$ cat src/rtl/mypc_pkg.sv
// Shared types for the my_computer_nbit core: opcode encoding and control FSM states.
package mypc_pkg;

   localparam int unsigned OPC_W = 4;

   // One value per 4-bit opcode; the encoding is the instruction set itself.
   typedef enum logic [OPC_W-1:0] {
      OP_ADD  = 4'd0,
      OP_SUB  = 4'd1,
      OP_XCHG = 4'd2,
      OP_RCL  = 4'd3,
      OP_SHR  = 4'd4,
      OP_MOV  = 4'd5,
      OP_XOR  = 4'd6,
      OP_AND  = 4'd7,
      OP_OR   = 4'd8,
      OP_OUT  = 4'd9,
      OP_JZ   = 4'd10,
      OP_PUSH = 4'd11,
      OP_POP  = 4'd12,
      OP_CALL = 4'd13,
      OP_RET  = 4'd14,
      OP_HLT  = 4'd15
   } opcode_e;

   typedef enum logic [1:0] {
      ST_FETCH = 2'd0,
      ST_EXEC  = 2'd1,
      ST_HALT  = 2'd2
   } state_e;

endpackage

$ cat src/rtl/mypc_stack.sv
// Downward-growing LIFO stack with its stack pointer.
// Ports:
//   clk_i, rst_i     clock, synchronous active-high reset
//   push_i, pop_i    one-cycle operation requests (mutually exclusive)
//   wdata_i          word written by a push
//   pop_word_c_o     word a pop would return this cycle (combinational)
//   ok_c_o           requested operation is accepted (combinational)
//   sp_o             stack pointer, SD-1 when empty
//   err_o            sticky overflow/underflow flag
// Build option: MYPC_STACK_GUARD_EN suppresses overflow/underflow and raises err_o;
// without it the pointer wraps modulo SD and err_o is tied low.
module mypc_stack #(
   parameter int unsigned DW = 8,
   parameter int unsigned SD = 16
) (
   input  logic                  clk_i,
   input  logic                  rst_i,
   input  logic                  push_i,
   input  logic                  pop_i,
   input  logic [DW-1:0]         wdata_i,
   output logic [DW-1:0]         pop_word_c_o,
   output logic                  ok_c_o,
   output logic [$clog2(SD)-1:0] sp_o,
   output logic                  err_o
);

   localparam int unsigned SW = $clog2(SD);
   localparam logic [SW-1:0] SP_TOP = SW'(SD - 1);

   logic [DW-1:0] mem_q [SD];
   logic [SW-1:0] sp_q, sp_d;
   logic [SW-1:0] pop_idx;

`ifdef MYPC_STACK_GUARD_EN
   // full_q marks the SD-th entry used: SP then rests at 0 instead of wrapping.
   logic full_q, full_d;
   logic err_q, err_d;
   logic empty_c;

   assign empty_c = (sp_q == SP_TOP) && !full_q;
   assign ok_c_o  = push_i ? !full_q : (pop_i ? !empty_c : 1'b1);
   assign pop_idx = full_q ? sp_q : sp_q + SW'(1);
   assign err_o   = err_q;

   // Pointer, full and error next-state.
   always_comb begin
      sp_d   = sp_q;
      full_d = full_q;
      err_d  = err_q;
      if (push_i) begin
         if (full_q)            err_d  = 1'b1;
         else if (sp_q == '0)   full_d = 1'b1;
         else                   sp_d   = sp_q - SW'(1);
      end else if (pop_i) begin
         if (empty_c)           err_d  = 1'b1;
         else if (full_q)       full_d = 1'b0;
         else                   sp_d   = sp_q + SW'(1);
      end
   end

   always_ff @(posedge clk_i) begin
      if (rst_i) begin
         sp_q   <= SP_TOP;
         full_q <= 1'b0;
         err_q  <= 1'b0;
      end else begin
         sp_q   <= sp_d;
         full_q <= full_d;
         err_q  <= err_d;
      end
   end
`else
   assign ok_c_o  = 1'b1;
   assign pop_idx = sp_q + SW'(1);
   assign err_o   = 1'b0;

   // Pointer next-state; wraps silently modulo SD.
   always_comb begin
      sp_d = sp_q;
      if (push_i)     sp_d = sp_q - SW'(1);
      else if (pop_i) sp_d = sp_q + SW'(1);
   end

   always_ff @(posedge clk_i) begin
      if (rst_i) sp_q <= SP_TOP;
      else       sp_q <= sp_d;
   end
`endif

   // Storage has no reset; contents are don't-care after reset.
   always_ff @(posedge clk_i) begin
      if (!rst_i && push_i && ok_c_o) mem_q[sp_q] <= wdata_i;
   end

   assign pop_word_c_o = mem_q[pop_idx];
   assign sp_o         = sp_q;

endmodule

$ cat src/rtl/my_computer_nbit.sv
// Tiny accumulator-style computer: fetches one externally supplied instruction,
// executes it the next cycle, and exposes its architectural registers.
// Ports:
//   mypc_clock, mypc_reset      clock, synchronous active-high reset
//   A, B                        data operands (DW)
//   pc_instr, instr_addr        opcode and memory/jump operand (AW)
//   instr_valid / instr_ready   instruction handshake; ready only while fetching
//   mypc_outA, mypc_outB        result registers
//   stack_output                last pushed word, 0 after a pop
//   IP, SP                      instruction and stack pointers
//   zf, cf                      zero and carry flags
//   stop_flag                   core halted until reset
//   stack_err                   sticky stack guard error
// Build option: MYPC_STACK_GUARD_EN (handled in mypc_stack) enables stack guarding.
module my_computer_nbit
   import mypc_pkg::*;
#(
   parameter int unsigned DW = 8,
   parameter int unsigned AW = 4,
   parameter int unsigned SD = 16
) (
   input  logic                  mypc_clock,
   input  logic                  mypc_reset,
   input  logic [DW-1:0]         A,
   input  logic [DW-1:0]         B,
   input  logic [3:0]            pc_instr,
   input  logic [AW-1:0]         instr_addr,
   input  logic                  instr_valid,
   output logic                  instr_ready,
   output logic [DW-1:0]         mypc_outA,
   output logic [DW-1:0]         mypc_outB,
   output logic [DW-1:0]         stack_output,
   output logic [AW-1:0]         IP,
   output logic [$clog2(SD)-1:0] SP,
   output logic                  zf,
   output logic                  cf,
   output logic                  stop_flag,
   output logic                  stack_err
);

   state_e        state_q, state_d;
   opcode_e       op_q, op_d;
   logic [AW-1:0] addr_q, addr_d;
   logic [DW-1:0] a_q, a_d, b_q, b_d;
   logic [DW-1:0] out_a_q, out_a_d, out_b_q, out_b_d;
   logic [DW-1:0] stk_out_q, stk_out_d;
   logic [AW-1:0] ip_q, ip_d;
   logic          zf_q, zf_d, cf_q, cf_d;

   logic [AW-1:0] ip_inc;
   logic [DW:0]   sum_w, diff_w;
   logic [DW-1:0] ram_word;
   logic          exec_c;

   logic          stk_push, stk_pop, stk_ok;
   logic [DW-1:0] stk_wdata, stk_pop_word;

   // Read-only RAM holding RAM[k] = k mod 2**DW, so a lookup is just the address.
   assign ram_word = DW'(addr_q);

   assign ip_inc = ip_q + AW'(1);
   assign sum_w  = {1'b0, a_q} + {1'b0, b_q};
   assign diff_w = {1'b0, a_q} - {1'b0, b_q};

   assign exec_c    = (state_q == ST_EXEC);
   assign stk_push  = exec_c && ((op_q == OP_PUSH) || (op_q == OP_CALL));
   assign stk_pop   = exec_c && ((op_q == OP_POP)  || (op_q == OP_RET));
   // CALL saves the return address, zero-extended to a stack word.
   assign stk_wdata = (op_q == OP_CALL) ? DW'(ip_inc) : b_q;

   mypc_stack #(
      .DW (DW),
      .SD (SD)
   ) u_stack (
      .clk_i        (mypc_clock),
      .rst_i        (mypc_reset),
      .push_i       (stk_push),
      .pop_i        (stk_pop),
      .wdata_i      (stk_wdata),
      .pop_word_c_o (stk_pop_word),
      .ok_c_o       (stk_ok),
      .sp_o         (SP),
      .err_o        (stack_err)
   );

   // Next-state and execute datapath.
   always_comb begin
      state_d   = state_q;
      op_d      = op_q;
      addr_d    = addr_q;
      a_d       = a_q;
      b_d       = b_q;
      out_a_d   = out_a_q;
      out_b_d   = out_b_q;
      stk_out_d = stk_out_q;
      ip_d      = ip_q;
      zf_d      = zf_q;
      cf_d      = cf_q;

      case (state_q)
         ST_FETCH: begin
            if (instr_valid) begin
               op_d    = opcode_e'(pc_instr);
               addr_d  = instr_addr;
               a_d     = A;
               b_d     = B;
               state_d = ST_EXEC;
            end
         end

         ST_EXEC: begin
            state_d = ST_FETCH;
            ip_d    = ip_inc;
            case (op_q)
               OP_ADD: begin
                  out_a_d = sum_w[DW-1:0];
                  cf_d    = sum_w[DW];
                  zf_d    = (sum_w[DW-1:0] == '0);
               end
               OP_SUB: begin
                  out_a_d = diff_w[DW-1:0];
                  cf_d    = diff_w[DW];
                  zf_d    = (diff_w[DW-1:0] == '0);
               end
               OP_XCHG: begin
                  out_a_d = b_q;
                  out_b_d = a_q;
               end
               OP_RCL: begin
                  // Rotate B left through carry: old cf enters bit 0.
                  out_b_d = {b_q[DW-2:0], cf_q};
                  cf_d    = b_q[DW-1];
                  zf_d    = ({b_q[DW-2:0], cf_q} == '0);
               end
               OP_SHR: begin
                  out_a_d = {1'b0, a_q[DW-1:1]};
                  cf_d    = a_q[0];
               end
               OP_MOV: begin
                  out_a_d = ram_word;
                  zf_d    = (ram_word == '0);
               end
               OP_XOR: begin
                  out_a_d = a_q ^ ram_word;
                  zf_d    = ((a_q ^ ram_word) == '0);
               end
               OP_AND: begin
                  out_a_d = a_q & b_q;
                  zf_d    = ((a_q & b_q) == '0);
               end
               OP_OR: begin
                  out_b_d = b_q | ram_word;
                  zf_d    = ((b_q | ram_word) == '0);
               end
               OP_OUT: begin
                  out_a_d = a_q;
                  zf_d    = (a_q == '0);
               end
               OP_JZ: begin
                  if (zf_q) ip_d = addr_q;
               end
               OP_PUSH: begin
                  if (stk_ok) stk_out_d = b_q;
               end
               OP_POP: begin
                  if (stk_ok) begin
                     out_b_d   = stk_pop_word;
                     zf_d      = (stk_pop_word == '0);
                     stk_out_d = '0;
                  end
               end
               OP_CALL: begin
                  if (stk_ok) begin
                     ip_d      = addr_q;
                     stk_out_d = stk_wdata;
                  end
               end
               OP_RET: begin
                  if (stk_ok) begin
                     ip_d      = AW'(stk_pop_word);
                     stk_out_d = '0;
                  end
               end
               OP_HLT: begin
                  ip_d    = ip_q;
                  state_d = ST_HALT;
               end
            endcase
         end

         ST_HALT: begin
         end

         default: state_d = ST_FETCH;
      endcase
   end

   // State registers; reset aborts any instruction in flight.
   always_ff @(posedge mypc_clock) begin
      if (mypc_reset) begin
         state_q   <= ST_FETCH;
         op_q      <= OP_ADD;
         addr_q    <= '0;
         a_q       <= '0;
         b_q       <= '0;
         out_a_q   <= '0;
         out_b_q   <= '0;
         stk_out_q <= '0;
         ip_q      <= '0;
         zf_q      <= 1'b0;
         cf_q      <= 1'b0;
      end else begin
         state_q   <= state_d;
         op_q      <= op_d;
         addr_q    <= addr_d;
         a_q       <= a_d;
         b_q       <= b_d;
         out_a_q   <= out_a_d;
         out_b_q   <= out_b_d;
         stk_out_q <= stk_out_d;
         ip_q      <= ip_d;
         zf_q      <= zf_d;
         cf_q      <= cf_d;
      end
   end

   assign instr_ready  = (state_q == ST_FETCH);
   assign stop_flag    = (state_q == ST_HALT);
   assign mypc_outA    = out_a_q;
   assign mypc_outB    = out_b_q;
   assign stack_output = stk_out_q;
   assign IP           = ip_q;
   assign zf           = zf_q;
   assign cf           = cf_q;

endmodule

$ cat config.mk
export PLATFORM = sky130hd
export DESIGN_NAME = my_computer_nbit
export DESIGN_NICKNAME = d
export VERILOG_FILES = /design/src/rtl/mypc_pkg.sv /design/src/rtl/mypc_stack.sv /design/src/rtl/my_computer_nbit.sv
export SDC_FILE = /design/constraint.sdc
export NUM_CORES = 1
export LEC_CHECK = 0
export CAP_MARGIN = 20
export CORE_ASPECT_RATIO = 1.25
export CORE_MARGIN = 2
export CORE_UTILIZATION = 54
export DETAILED_ROUTE_END_ITERATION = 10
export PLACE_DENSITY_LB_ADDON = 0.25
export SYNTH_ARGS = -nofsm -noshare
export SYNTH_HDL_FRONTEND = slang
export SYNTH_HIERARCHICAL = 1
export SYNTH_SLANG_ARGS = --single-unit
$ cat constraint.sdc
create_clock -name mypc_clock -period 3 [get_ports mypc_clock]
set_clock_uncertainty 0.1 [all_clocks]
set_input_delay 0.75 -clock mypc_clock [delete_from_list [all_inputs] [get_ports mypc_clock]]
set_output_delay 0.75 -clock mypc_clock [all_outputs]
set_load 0.005 [all_outputs]
==> results.cfg <==
[outcome]
outcome = complete, no violations

[yosys]
synthesis.nets = 921
yosysMostFrequentCell = edfxtp_1
postSynthAreaPerCell_um2 = 11.4
synth_top_cell_area_share = 0.389
synthTopCellsByArea = edfxtp_1 39%, dfxtp_1 12%, mux4_1 5.3%
yosysWarningCount = 6
ys_seq_elements = 188
synth_edf_count = 128
synth-main-ff-cell = edfxtp_1
synth_async_sr_flop_share = 0
syn_inst = 870
synth_top_area_cell = edfxtp_1
synth_area_um2 = 9880
yosysSeqAreaShare = 0.511
yosysUniqueCellTypes = 88
synth_common_cells = 128 x edfxtp_1, 100 x nand2_1, 86 x a21oi_1

[critical_path]
crit_path_max_incr_delay_ns = 0.62
arrival_ns = 3.13
crit_buf_inv = 2
critPathKind = flop to flop
start_kind = flop
crit_family = multiplexers
critPathRequiredTime_ns = 3.27
cp-end-kind = flop
cp_slowest_cell = mux4_1
cp_cell_sequence = buf_4, buf_4, mux4_1, mux2i_1, a21oi_1, nor4_2, nand3_1, nand2_1, o41ai_1, nand3_1
cp_max_fo = 16

[cells_and_area]
layout-drive-gt1-share = 0.153
area_delta_synth_final_pct = 17.4
diodes = 0
final_core_util = 0.643
layout.nets = 1014
nFillCells = 1400

[power_and_ir_drop]
leakage_nw = 4.08
ir_drop_v = 0.000365
power_mw = 5.88
power.density_nw_per_um2 = 507

[drt]
drtIter0Drc = 813
drc = 0
first_pass_iters = 7
wl_per_cell_um = 22.9
vias_per_cell = 6.26
wl_um = 27600
antenna_left = 0
route.vias.total = 7539

[clock_tree]
tritoncts = yes
cts_setup_buffers = 0
root_buffer = clkbuf_16
clk_pin_slew_ns = 0.08
clkSinkCount = 188
clk_path_buf_depth = 2
clk_latency_ns = 0.43
cts_buffers = 17
cts_htree_levels = 4

[sta]
fmax_mhz = 350
setup_tns_ns = 0
final_hold_viol_count = 0
final.min_clock_period_ns = 2.86
rsz0062_at_grt = no
slew_headroom = 0.451
setup_viol = 0
fin_ws_ns = 0.143
period_share = 0.952
whs_ns = 0.353
slew_violations = 0
tightest_slew_ns = 0.822

[floorplan]
die_w_um = 125
rows = 55
start_util = 0.548
fp.dieH_um = 155
dieArea_um2 = 19400
core_um2 = 18000
io_pins = 64

[placed_design]
hpwl_um = 19800
io_buffers = 62
place_ws_ns = 0.112
gp_congestion = 1.00

[worst_hold_path]
hold_class = flop to flop

[global_routing]
grt_usage = 0.287
grt_pass1_vias = 7402
grt_pass1_wl_um = 42300
grt_max_degree = 64
grt_overflow_total = 0
grt_antenna_before_repair = 0

[run]
maxCapViolCount = 0
[flip-flops by register name, indices dropped and copies added, names as in the netlist]
signal         flops
IP                 4
a_q                8
addr_q             4
b_q                8
cf                 1
mypc_outA          8
mypc_outB          8
op_q               4
stack_output       8
state_q            2
u_stack/mem_q    128
u_stack/sp_o       4
zf                 1
[cell families after synthesis]
family,Yosys count,synth area share
buffers and inverters,85,0.0500
AOI/OAI and AO/OA,206,0.141
xor gates and xnor gates,18,0.0167
and+or+nand+nor,303,0.156
muxes,44,0.0929
other,2,0.000760
adders and majority gates,24,0.0319
DFF,188,0.511
[worst paths after layout]
check                                     from                        end  slack, ns  cells after the start
setup reg to reg  u_stack/sp_o[0]$_SDFFE_PP1P_            zf$_SDFFE_PP0P_       0.14                     10
hold reg to reg      mypc_outA[4]$_SDFFE_PP0P_  mypc_outA[4]$_SDFFE_PP0P_       0.35                      2
hold / removal       mypc_outA[4]$_SDFFE_PP0P_  mypc_outA[4]$_SDFFE_PP0P_       0.35                      2
setup / recovery  u_stack/sp_o[0]$_SDFFE_PP1P_            zf$_SDFFE_PP0P_       0.14                     10
[placed cells by master (no fill, tap or decap), drive strengths merged, types with 18 or more instances in the layout]
cell type      instances
edfxtp               128
ha                    22
a211oi                18
clkdlybuf4s50         61
nand2b                22
nand2                100
o21ai                 30
dfxtp                 60
nor2b                 27
mux4                  32
nor2                  62
nor3                  27
inv                   33
a21oi                 88
buf                   72
[routing by layer]
metal	up-vias	GRT usage	wire, µm
met2	350	0.484	13700
met3	109	0.0461	1570
li1	3439	-	-
met4	0	0.176	1800
met5	-	0	0
met1	3641	0.346	10600
[per-stage QoR]
| step | instances | cell area, µm² |
|---|---|---|
| CTS | 1204 | 11600 |
| finish | 1204 | 11600 |
| detailed placement | 1172 | 11000 |
| global placement | 1172 | 11000 |
| floorplan | 870 | 9880 |
| global route | 1204 | 11600 |
[power breakdown]
part	switching (mW)	internal [mW]	total, mW
logic	0.422	0.290	0.712
clock network	1.11	1.21	2.32
registers	0.0507	2.80	2.85
total	1.58	4.30	5.88
[worst min-delay path: stages (launching register included)]
cell and delay, ns:
dfxtp_1 0.31, nand2_1 0.05, a21oi_1 0.05
[cell type report]
cell class	instances	area, µm²	share of cell area
sequential	188	5050	0.435
multi-input combinational	597	4360	0.376
timing repair buffer	133	1190	0.102
clock buffer	17	425	0.0367
tap	228	285	0.0246
clock inverter	15	194	0.0167
inverter	26	97.6	0.00841
[what timing repair did]
item                       CTS  global route
gates resized for setup      0             3
hold buffers                 0             0
setup endpoints to repair    0             3
hold endpoints to repair     0             0
(Power assumes the default switching activity.)
